--- config.mk ---
export PLATFORM = sky130hd
export DESIGN_NAME = mac_tx_sched_flat
export DESIGN_NICKNAME = d
export VERILOG_FILES = /design/src/rtl/mac_tx_sched_pkg.sv /design/src/rtl/mac_tx_sched_if.sv /design/src/rtl/mac_tx_sched_rr_arbiter.sv /design/src/rtl/mac_tx_sched.sv /design/src/flat_wrapper.sv
export SDC_FILE = /design/constraint.sdc
export NUM_CORES = 1
export LEC_CHECK = 0
export ABC_AREA = 1
export CORE_UTILIZATION = 30
export DETAILED_ROUTE_END_ITERATION = 12
export HOLD_SLACK_MARGIN = 0.02
export SYNTH_ARGS = -nofsm -noshare
export SYNTH_HDL_FRONTEND = slang
export SYNTH_SLANG_ARGS = --single-unit
export TNS_END_PERCENT = 100
--- constraint.sdc ---
create_clock -name clk -period 2.11 [get_ports clk]
set_input_delay 0.211 -clock clk [delete_from_list [all_inputs] [get_ports clk]]
set_output_delay 0.211 -clock clk [all_outputs]
set_load 0.01 [all_outputs]
--- src/rtl/mac_tx_sched_pkg.sv ---
// rtl/mac_tx_sched_pkg.sv - shared types and constants for the multi-channel TX frame scheduler
//
// Purpose: scheduler state encoding, arbitration mode selectors, common ethertypes and
// an index-width helper used by the scheduler, its arbiter and its interface.

package mac_tx_sched_pkg;

    typedef enum logic [1:0] {
        IDLE = 2'd0,
        SEND = 2'd1,
        IFG  = 2'd2
    } tx_sched_state_t;

    localparam int ARB_FIXED = 0;
    localparam int ARB_RR    = 1;

    localparam logic [15:0] ETH_TYPE_ARP  = 16'h0806;
    localparam logic [15:0] ETH_TYPE_IPV4 = 16'h0800;

    // Width of a channel index; a single channel still needs a 1-bit index.
    function automatic int idx_width(input int n);
        return (n > 1) ? $clog2(n) : 1;
    endfunction

endpackage

--- src/rtl/mac_tx_sched_if.sv ---
// rtl/mac_tx_sched_if.sv - client channel and rgmii_tx facing bundle of the TX scheduler
//
// Purpose: groups the per-channel request/payload signals and the multiplexed TX stream.
// Modports:
//   master - the scheduler: consumes client requests/bytes and tx_next, drives ch_ready,
//            ch_grant and the tx_* stream towards rgmii_tx.
//   slave  - the environment: clients plus rgmii_tx.
// Signals:
//   ch_req/ch_hold/ch_valid/ch_last  per-channel level/qualifier bits
//   ch_dest/ch_ethertype/ch_data     per-channel packed fields, ch i at [W*i +: W]
//   ch_ready/ch_grant                per-channel accept strobe / one-hot ownership
//   tx_en/tx_dest/tx_ethertype/tx_data/tx_abort  towards rgmii_tx
//   tx_next                          byte request from rgmii_tx

interface mac_tx_sched_if #(
    parameter int NUM_CH = 4
);
    logic [NUM_CH-1:0]    ch_req;
    logic [NUM_CH-1:0]    ch_hold;
    logic [NUM_CH*48-1:0] ch_dest;
    logic [NUM_CH*16-1:0] ch_ethertype;
    logic [NUM_CH*8-1:0]  ch_data;
    logic [NUM_CH-1:0]    ch_valid;
    logic [NUM_CH-1:0]    ch_last;
    logic [NUM_CH-1:0]    ch_ready;
    logic [NUM_CH-1:0]    ch_grant;
    logic                 tx_en;
    logic [47:0]          tx_dest;
    logic [15:0]          tx_ethertype;
    logic [7:0]           tx_data;
    logic                 tx_next;
    logic                 tx_abort;

    modport master (
        input  ch_req, ch_hold, ch_dest, ch_ethertype, ch_data, ch_valid, ch_last, tx_next,
        output ch_ready, ch_grant, tx_en, tx_dest, tx_ethertype, tx_data, tx_abort
    );

    modport slave (
        output ch_req, ch_hold, ch_dest, ch_ethertype, ch_data, ch_valid, ch_last, tx_next,
        input  ch_ready, ch_grant, tx_en, tx_dest, tx_ethertype, tx_data, tx_abort
    );

endinterface

--- src/rtl/mac_tx_sched_rr_arbiter.sv ---
// rtl/mac_tx_sched_rr_arbiter.sv - combinational fixed-priority / round-robin channel picker
//
// Purpose: selects one eligible channel.
//   ARB_MODE = ARB_FIXED : lowest index wins.
//   ARB_MODE = ARB_RR    : search ptr+1 .. ptr+NUM_CH (mod NUM_CH), first eligible wins.
// Ports:
//   eligible   in   NUM_CH  req & ~hold per channel
//   ptr        in   IW      index of the last granted channel (round-robin only)
//   grant_oh   out  NUM_CH  one-hot winner, zero when nothing eligible
//   grant_idx  out  IW      winner index, zero when nothing eligible
//   grant_any  out  1       some channel is eligible

module mac_rr_arbiter
    import mac_tx_sched_pkg::*;
#(
    parameter int  NUM_CH   = 4,
    parameter int  ARB_MODE = ARB_FIXED,
    localparam int IW       = idx_width(NUM_CH)
) (
    input  logic [NUM_CH-1:0] eligible,
    input  logic [IW-1:0]     ptr,
    output logic [NUM_CH-1:0] grant_oh,
    output logic [IW-1:0]     grant_idx,
    output logic              grant_any
);

    int start;
    int cand;

    always_comb begin
        grant_oh  = '0;
        grant_idx = '0;
        grant_any = 1'b0;
        cand      = 0;
        // Fixed priority is the same scan with the start pinned to channel 0.
        start     = (ARB_MODE == ARB_RR) ? (int'(ptr) + 1) : 0;
        for (int k = 0; k < NUM_CH; k++) begin
            cand = (start + k) % NUM_CH;
            if (!grant_any && eligible[cand]) begin
                grant_any      = 1'b1;
                grant_oh[cand] = 1'b1;
                grant_idx      = IW'(cand);
            end
        end
    end

endmodule

--- src/rtl/mac_tx_sched.sv ---
// rtl/mac_tx_sched.sv - multi-channel TX frame scheduler in front of rgmii_tx
//
// Purpose: arbitrates NUM_CH protocol encoders onto one rgmii_tx, gating on ch_hold,
// forcing IFG_CYCLES idle cycles after every frame end or abort, and aborting a frame
// after STALL_MAX consecutive tx_next requests the owning channel cannot serve.
// Ports:
//   clk        in   TX clock
//   rst_n      in   asynchronous active-low reset
//   bus        --   mac_tx_sched_if.master (client channels + rgmii_tx stream)
//   frame_cnt  out  completed frames, wrapping
//   abort_cnt  out  aborted frames, wrapping

module mac_tx_sched
    import mac_tx_sched_pkg::*;
#(
    parameter int NUM_CH     = 4,
    parameter int ARB_MODE   = ARB_FIXED,
    parameter int IFG_CYCLES = 12,
    parameter int STALL_MAX  = 64
) (
    input  logic              clk,
    input  logic              rst_n,
    mac_tx_sched_if.master    bus,
    output logic [15:0]       frame_cnt,
    output logic [15:0]       abort_cnt
);

    localparam int IW  = idx_width(NUM_CH);
    localparam int SW  = $clog2(STALL_MAX + 1);
    localparam int GW  = $clog2(IFG_CYCLES + 1);

    tx_sched_state_t   state_q, state_d;

    logic [NUM_CH-1:0] grant_q;
    logic [IW-1:0]     grant_idx_q;
    logic [IW-1:0]     rr_ptr_q;
    logic [SW-1:0]     stall_cnt_q;
    logic [GW-1:0]     ifg_cnt_q;
    logic              tx_en_q;
    logic [47:0]       tx_dest_q;
    logic [15:0]       tx_ethertype_q;
    logic [7:0]        tx_data_q;
    logic              tx_abort_q;

    logic [NUM_CH-1:0] eligible;
    logic [NUM_CH-1:0] arb_oh;
    logic [IW-1:0]     arb_idx;
    logic              arb_any;

    logic              sel_valid;
    logic              sel_last;
    logic [7:0]        sel_data;
    logic              hs;
    logic [NUM_CH-1:0] ready_d;

    logic              do_grant;
    logic              frame_done;
    logic              stall_abort;
    logic              stall_inc;

    assign eligible = bus.ch_req & ~bus.ch_hold;

    mac_rr_arbiter #(
        .NUM_CH   (NUM_CH),
        .ARB_MODE (ARB_MODE)
    ) u_arb (
        .eligible  (eligible),
        .ptr       (rr_ptr_q),
        .grant_oh  (arb_oh),
        .grant_idx (arb_idx),
        .grant_any (arb_any)
    );

    // Only the owning channel's qualifiers matter; everything else is ignored.
    assign sel_valid = bus.ch_valid[grant_idx_q];
    assign sel_last  = bus.ch_last[grant_idx_q];
    assign sel_data  = bus.ch_data[int'(grant_idx_q)*8 +: 8];
    assign hs        = (state_q == SEND) && bus.tx_next && sel_valid;

    always_comb begin
        ready_d = '0;
        if (hs) begin
            ready_d[grant_idx_q] = 1'b1;
        end
    end

    always_comb begin
        state_d     = state_q;
        do_grant    = 1'b0;
        frame_done  = 1'b0;
        stall_abort = 1'b0;
        stall_inc   = 1'b0;
        case (state_q)
            IDLE: begin
                if (arb_any) begin
                    do_grant = 1'b1;
                    state_d  = SEND;
                end
            end
            SEND: begin
                // A byte handshake takes precedence, so a last byte can never be lost
                // to the stall limit.
                if (hs) begin
                    if (sel_last) begin
                        frame_done = 1'b1;
                        state_d    = IFG;
                    end
                end else if (bus.tx_next) begin
                    if (stall_cnt_q == SW'(STALL_MAX - 1)) begin
                        stall_abort = 1'b1;
                        state_d     = IFG;
                    end else begin
                        stall_inc = 1'b1;
                    end
                end
            end
            IFG: begin
                if (ifg_cnt_q == '0) begin
                    state_d = IDLE;
                end
            end
            default: state_d = IDLE;
        endcase
    end

    always_ff @(posedge clk or negedge rst_n) begin
        if (!rst_n) begin
            state_q        <= IDLE;
            grant_q        <= '0;
            grant_idx_q    <= '0;
            rr_ptr_q       <= IW'(NUM_CH - 1);
            stall_cnt_q    <= '0;
            ifg_cnt_q      <= '0;
            tx_en_q        <= 1'b0;
            tx_dest_q      <= '0;
            tx_ethertype_q <= '0;
            tx_data_q      <= '0;
            tx_abort_q     <= 1'b0;
            frame_cnt      <= '0;
            abort_cnt      <= '0;
        end else begin
            state_q    <= state_d;
            tx_abort_q <= stall_abort;

            if (do_grant) begin
                grant_q        <= arb_oh;
                grant_idx_q    <= arb_idx;
                rr_ptr_q       <= arb_idx;
                tx_dest_q      <= bus.ch_dest[int'(arb_idx)*48 +: 48];
                tx_ethertype_q <= bus.ch_ethertype[int'(arb_idx)*16 +: 16];
                tx_en_q        <= 1'b1;
                stall_cnt_q    <= '0;
            end

            if (hs) begin
                tx_data_q   <= sel_data;
                stall_cnt_q <= '0;
            end else if (stall_inc) begin
                stall_cnt_q <= stall_cnt_q + 1'b1;
            end

            if (frame_done || stall_abort) begin
                tx_en_q     <= 1'b0;
                grant_q     <= '0;
                stall_cnt_q <= '0;
                ifg_cnt_q   <= GW'(IFG_CYCLES - 1);
            end else if (state_q == IFG && ifg_cnt_q != '0) begin
                ifg_cnt_q <= ifg_cnt_q - 1'b1;
            end

            if (frame_done) begin
                frame_cnt <= frame_cnt + 16'd1;
            end
            if (stall_abort) begin
                abort_cnt <= abort_cnt + 16'd1;
            end
        end
    end

    assign bus.ch_ready     = ready_d;
    assign bus.ch_grant     = grant_q;
    assign bus.tx_en        = tx_en_q;
    assign bus.tx_dest      = tx_dest_q;
    assign bus.tx_ethertype = tx_ethertype_q;
    assign bus.tx_data      = tx_data_q;
    assign bus.tx_abort     = tx_abort_q;

endmodule

--- src/flat_wrapper.sv ---
// flat-port wrapper written by rule: the top's interface ports become plain ports
module mac_tx_sched_flat import mac_tx_sched_pkg::*;
#(
    parameter int NUM_CH     = 4,
    parameter int ARB_MODE   = ARB_FIXED,
    parameter int IFG_CYCLES = 12,
    parameter int STALL_MAX  = 64
)
  (clk, rst_n, frame_cnt, abort_cnt, bus_ch_req, bus_ch_hold, bus_ch_dest, bus_ch_ethertype, bus_ch_data, bus_ch_valid, bus_ch_last, bus_tx_next, bus_ch_ready, bus_ch_grant, bus_tx_en, bus_tx_dest, bus_tx_ethertype, bus_tx_data, bus_tx_abort);
  mac_tx_sched_if #(.NUM_CH(NUM_CH)) bus_i ();
  input  logic clk;
  input  logic rst_n;
  output logic [15:0] frame_cnt;
  output logic [15:0] abort_cnt;
  input wire logic [$bits(bus_i.ch_req)-1:0] bus_ch_req;
  input wire logic [$bits(bus_i.ch_hold)-1:0] bus_ch_hold;
  input wire logic [$bits(bus_i.ch_dest)-1:0] bus_ch_dest;
  input wire logic [$bits(bus_i.ch_ethertype)-1:0] bus_ch_ethertype;
  input wire logic [$bits(bus_i.ch_data)-1:0] bus_ch_data;
  input wire logic [$bits(bus_i.ch_valid)-1:0] bus_ch_valid;
  input wire logic [$bits(bus_i.ch_last)-1:0] bus_ch_last;
  input wire logic [$bits(bus_i.tx_next)-1:0] bus_tx_next;
  output wire logic [$bits(bus_i.ch_ready)-1:0] bus_ch_ready;
  output wire logic [$bits(bus_i.ch_grant)-1:0] bus_ch_grant;
  output wire logic [$bits(bus_i.tx_en)-1:0] bus_tx_en;
  output wire logic [$bits(bus_i.tx_dest)-1:0] bus_tx_dest;
  output wire logic [$bits(bus_i.tx_ethertype)-1:0] bus_tx_ethertype;
  output wire logic [$bits(bus_i.tx_data)-1:0] bus_tx_data;
  output wire logic [$bits(bus_i.tx_abort)-1:0] bus_tx_abort;
  assign bus_i.ch_req = bus_ch_req;
  assign bus_i.ch_hold = bus_ch_hold;
  assign bus_i.ch_dest = bus_ch_dest;
  assign bus_i.ch_ethertype = bus_ch_ethertype;
  assign bus_i.ch_data = bus_ch_data;
  assign bus_i.ch_valid = bus_ch_valid;
  assign bus_i.ch_last = bus_ch_last;
  assign bus_i.tx_next = bus_tx_next;
  assign bus_ch_ready = bus_i.ch_ready;
  assign bus_ch_grant = bus_i.ch_grant;
  assign bus_tx_en = bus_i.tx_en;
  assign bus_tx_dest = bus_i.tx_dest;
  assign bus_tx_ethertype = bus_i.tx_ethertype;
  assign bus_tx_data = bus_i.tx_data;
  assign bus_tx_abort = bus_i.tx_abort;
  mac_tx_sched #(.NUM_CH(NUM_CH), .ARB_MODE(ARB_MODE), .IFG_CYCLES(IFG_CYCLES), .STALL_MAX(STALL_MAX)) u_core (.clk(clk), .rst_n(rst_n), .bus(bus_i), .frame_cnt(frame_cnt), .abort_cnt(abort_cnt));
endmodule
After elaboration in Yosys (flattened, before gate mapping)
Cells that the tools add are included.

Bits in latches: 0. Bits in read-only memories: 0. Memories kept: 0. Bits in registers: 125. Logic and storage cells: 97. Input bits: 307. RAM bits: 0.

Mux-type cells: 47. Multiply operators: 1. Equality and inequality tests: 8. Reductions and logical operators: 18. Bitwise gates (word level): 2. Div/mod/pow operators: 0. Shifts and indexed selects: 3. Magnitude comparators: 2. Add/sub/neg operators: 4.

Operators by type and width (count): $shiftx 192x32->48 (1); $shiftx 64x7->16 (1); $add 16x1->16 const B (2); $shiftx 32x6->8 (1); $mux 7 (4); $mux 1 (26); $mux 4 (5); $mux 2 (8); $ne 3x2->1 const B (3); $reduce_bool 4->1 (2); $add 7x1->7 const B (1); $eq 7x6->1 const B (1); $logic_and 1x1->1 (7); $pmux 2 s3 (1); $reduce_and 5->1 (1); $and 4x4->4 (1); $bmux 1 s2 (2); $logic_not 4->1 (1); $mul 2x2->4 const B (1); $ne 2x1->1 const B (2); $not 4->4 (1); $reduce_bool 2->1 (2); $sub 4x1->4 const B (1); $logic_not 1->1 (3); other kinds (7) (7).

Depth between registers and ports, before layout
Depth after elaboration: 18. Depth in mapped cells: 13. Gate-level depth less buffers: 11.

Hierarchy
A second synthesis with hierarchy kept.

Cells, all modules: 1093. Area, all modules: 7659.8 sq um.

By module, submodules not included: mac_tx_sched (area an instance 7597.3 sq um, cells each 1080, seq. area each 3180.6 sq um, instances 1); mac_rr_arbiter (area an instance 62.6 sq um, cells each 13, seq. area each 0.0 sq um, instances 1).

Worst setup path before layout
OpenSTA, ideal clock, no wires.

Kind: register to register. Start: register u_core.stall_cnt_q[0]. End: register u_core.grant_q[1], in the netlist u_core.bus.ch_grant[1]. Path slack: 0.553 ns. Data required time: 1.973 ns. Cell stages (with the launch flop): 9. Arrival: 1.420 ns. Cells stage by stage: dfrtp_1 > ha_1 > nand3_1 > nor3_4 > nand3_4 > nand2_2 > inv_2 > nand3_1 > o21ai_0.

Longest elaborated chain between the ends: 7. Elaborated cells on any way between the ends: 8. Those cells by class: 1 x eq/ne; 5 x mux; 2 x reduce/logical.

RTL lines: start, declared (RTL line mac_tx_sched.sv:37) `logic [SW-1:0] stall_cnt_q;`; start signal, assigned (RTL line mac_tx_sched.sv:159) `stall_cnt_q <= stall_cnt_q + 1'b1;`; $eq 7x6->1 * (RTL line mac_tx_sched.sv:109) `if (stall_cnt_q == SW'(STALL_MAX - 1)) begin`; $mux 1 * (RTL line mac_tx_sched.sv:109); $mux 1 * (RTL line mac_tx_sched.sv:108) `end else if (bus.tx_next) begin`; $mux 1 * (RTL line mac_tx_sched.sv:103) `if (hs) begin`; $mux 1 * (RTL line mac_tx_sched.sv:93) `case (state_q)`; $logic_or 1x1->1 * (RTL line mac_tx_sched.sv:162) `if (frame_done || stall_abort) begin`; $mux 4 or $reduce_bool 2->1 (tied branches); end signal, assigned (RTL line mac_tx_sched.sv:146) `grant_q <= arb_oh;`; end, declared (RTL line mac_tx_sched.sv:34) `logic [NUM_CH-1:0] grant_q;`.

Every way passes the cells marked *; elsewhere a longest branch is shown, timed or not. A chain may end at the register's enable or synchronous reset.

Worst setup path after layout
Start: register u_core.grant_idx_q[0]. End: output port bus_ch_ready[3].

Longest elaborated chain between the ends: 5. Elaborated cells on any way between the ends: 9. Those cells by class: 2 x order compare; 5 x mux; 2 x reduce/logical.

RTL lines: start, declared (RTL line mac_tx_sched.sv:35) `logic [IW-1:0] grant_idx_q;`; start signal, assigned (RTL line mac_tx_sched.sv:147) `grant_idx_q <= arb_idx;`; $lt 2x3->1 (implied by the code) or $ge 2x1->1 (tied branches) (RTL line mac_tx_sched.sv:83) `ready_d[grant_idx_q] = 1'b1;`; $logic_and 1x1->1 (implied by the code) (RTL line mac_tx_sched.sv:83); $mux 1 (implied by the code) (RTL line mac_tx_sched.sv:83); $demux 1 s2; $mux 4 * (RTL line mac_tx_sched.sv:82) `if (hs) begin`; end, declared (RTL line flat_wrapper.sv:23) `output wire logic [$bits(bus_i.ch_ready)-1:0] bus_ch_ready;`.

Every way passes the cells marked *; elsewhere a longest branch is shown, timed or not. The select of a mux whose other input is x is not followed.

==> metrics <==
status=complete, no violations; FFs w/ async S/R, synth=1.00; first-pass GRT wire length=54400 um; CTS Buffer Depth=2; top_reg_cell synth=dfrtp_1; drt wl/cell=roughly 15 um; vias after detailed routing=roughly 10000; Cells after DPL=2250; final wirelength=34300 um; Pwr Total=~0.013 W; Layout area overhead=60.8%; initial core utilization=0.308; initial antenna violation count=6; FF/Latch Area=3130 sq um; CP Launch Type=register; CTS tree=built; switch share=0.385; most frequent CP cell=nand2_1; library cells used by synthesis=31; final period utilization=0.955; max cap viols=0; RSZ-0062 raised after global routing=no; net switching power=0.00495 W; Tmin final=2.01 ns; Initial DRT Pass Iterations=5; fin cells=2288; number of synthesized register bits=125; critical path's slowest cell=dfrtp_2; layout cells sized above 1=0.0511; Leakage Power=7.39 nW; Slew @ Worst Pin=0.572 ns; Critical Path Fanout Max=5; Worst-path clk slew=0.06 ns; Hold Crit Class=primary input to async pin; Fin Clk Skew=0.0137 ns; largest net degree at the start of global routing=55; final design utilization=0.495; vias in the first global route=10100; Crit path largest cell delay=approximately 0.45 ns; nets=2198; Clock Latency Late Sink=0.42 ns; fill count=a little under 3000; CP Cell Sequence=inv_2, nand2_1, nand2_1, nand2_1, nand2_1, nand2_2, nor3_1, dlygate4sd2_1; CP top delay family=simple AND/OR/NAND/NOR gates; via/cell ratio=approximately 4.5; Arr. time, crit path=1.80 ns; Max Fclk=between 400 and 500 MHz; clock share of power=0.228; crit path capture type=output port; number of synthesized flops with an enable pin=0; die height=174 um; Routability Congestion=0.877; HPWL after DPL=26300 um; Routed Antenna Nets=0; Max-slew headroom=0.619; Final Slew Violations=0; syn_area_per_cell=6.00 sq um; routed length on met3=around 1800 um; Syn Nets=1795; std cell rows=between 60 and 70; clock sink count=125; routed wl met2=17300 um; Core Footprint=28900 sq um; met1 WL=between 10000 and 15000 um; Comb pwr share=0.473; power density cells=898 nW/um^2; I/O Buffers=420; drc violations=0; sum of buffers and inverters on the critical path=2; die area=around 30000 sq um; Root Buffer=clkbuf_16; multi-input logic area=approximately 4600 sq um; IO Pins=about 420; Num CTS Buffers=17; Worst VDD drop=0.000525 V; initial DRC count=644; H-tree Lvls=4; setup violators final=0; uppermost layer routed=met5; gr ovfl total=0; gr usage total=0.228; Hold Slack=approximately 0.29 ns; Seq pwr share=0.299; final hold viol count=0; register area share after synthesis=0.351; Synth Instances=1484; CP Class=register to output port; Die Wd=174 um; Int Pwr=0.00791 W; Synth Cell Area=8910 sq um; Synth Warn #=0; Critical Path RT=1.90 ns
## metrics by stage
step	worst slack [ns]	cell area (sq um)	setup TNS, ns
finish	0.0953	14300	0
global route	0.00272	14300	0
floorplan	0.553	8910	0
global placement	-0.00214	13700	-0.00214
CTS	0.0752	14300	0
detailed placement	0.0188	13700	0
## cell usage in the layout (no fill, tap or decap), types with 5 or more instances in the layout
cell type	netlist	layout
nor3_1	11	9
clkbuf_16	0	17
nand4_1	17	17
buf_4	6	24
nand3b_1	6	6
nand3_1	189	189
dfrtp_1	125	124
o21ai_1	6	6
xor2_1	19	19
nor2_4	5	5
inv_2	4	6
nand2_1	596	592
buf_12	0	13
nor2_1	157	157
clkdlybuf4s50_1	0	415
inv_1	235	233
o21ai_0	15	15
## per-layer routing
layer  track usage  up-vias
met5             0        -
met4        0.0848        2
met3        0.0475       49
met2         0.392      293
met1         0.279     4700
li1              -     5259
## layout make-up
type | instances | share of cell area
sequential | 125 | 0.219
antenna | 4 | 0.000699
inverter | 239 | 0.0626
multi-input combinational | 1045 | 0.318
clock buffer | 20 | 0.0312
clock inverter | 12 | 0.00961
timing repair buffer | 459 | 0.325
tap | 384 | 0.0336
## logic make-up (layout without fill, tap and decap cells)
logic type      count (synthesis)  after routing  synth area share
other cells                     0              4                 0
xor+xnor                       23             23            0.0226
compound gates                 27             27            0.0163
buf+inv                       314            730             0.142
fa+ha+maj                       4              4           0.00562
simple gates                  991            991             0.462
flops                         125            125             0.351
## cells in the mapped netlist, types with 2 or more instances
cell      count  area, sq um
nand2_1     596         2240
inv_1       235          882
nand3_1     189          946
nor2_1      157          589
dfrtp_1     125         3130
buf_2        37          185
clkbuf_1     26         97.6
xor2_1       19          166
nand4_1      17          106
o21ai_0      15         75.1
nor3_1       11         55.1
buf_4         6         45.0
nand3b_1      6         45.0
o21ai_1       6         30.0
nor2_4        5         56.3
buf_1         4         15.0
ha_1          4         50.1
inv_2         4         15.0
xnor2_1       4         35.0
a21oi_1       3         15.0
buf_6         2         22.5
nand2_2       2         12.5
nor2_2        2         12.5
or2_2         2         12.5
## state kept, by name (all words and copies together), names as in the netlist
name                     cells
u_core.abort_cnt            16
u_core.frame_cnt            16
u_core.bus.tx_en             1
u_core.bus.tx_ethertype     16
u_core.grant_idx_q           2
u_core.stall_cnt_q           7
u_core.ifg_cnt_q             4
u_core.bus.ch_grant          4
u_core.bus.tx_data           8
u_core.bus.tx_abort          1
u_core.bus.tx_dest          48
u_core.state_q               2
## power by group through the flow
| stage | Clock, W | Combinational (W) | Sequential (W) |
|---|---|---|---|
| 3_5_place_dp | 0 | 0.00612 | 0.00387 |
| 2_1_floorplan | 0 | 0.00253 | 0.00408 |
| 6_report | 0.00294 | 0.00608 | 0.00384 |
| 4_1_cts | 0.00303 | 0.00616 | 0.00385 |
| 3_3_place_gp | 0 | 0.00608 | 0.00386 |
| 5_1_grt | 0.00313 | 0.00670 | 0.00395 |
## timing repair
| item | in CTS | in global routing |
|---|---|---|
| setup buffers | 1 | 0 |
| resized for setup | 6 | 7 |
| gates cloned | 0 | 0 |
| endpoints found under the setup margin | 4 | 3 |
| hold buffers | 1 | 0 |
| endpoints found under the hold margin | 41 | 0 |
## worst paths after layout
path,startpoint,slack (ns),end,cells past startpoint
setup / recovery,u_core.grant_idx_q[0]$_DFFE_PN0P_,0.1,bus_ch_ready[3],8
hold / removal,rst_n,0.29,u_core.bus.tx_data[2]$_DFFE_PN0P_,2
setup reg to reg,u_core.grant_idx_q[0]$_DFFE_PN0P_,0.22,u_core.bus.ch_grant[3]$_DFFE_PN0P_,12
hold reg to reg,u_core.bus.tx_dest[46]$_DFFE_PN0P_,0.47,u_core.bus.tx_dest[46]$_DFFE_PN0P_,2
max in group asynchronous,rst_n,1.12,u_core.abort_cnt[5]$_DFFE_PN0P_,3
min in group clk,u_core.bus.tx_dest[46]$_DFFE_PN0P_,0.47,u_core.bus.tx_dest[46]$_DFFE_PN0P_,2
Note: power is estimated with default switching activity, not from simulation.
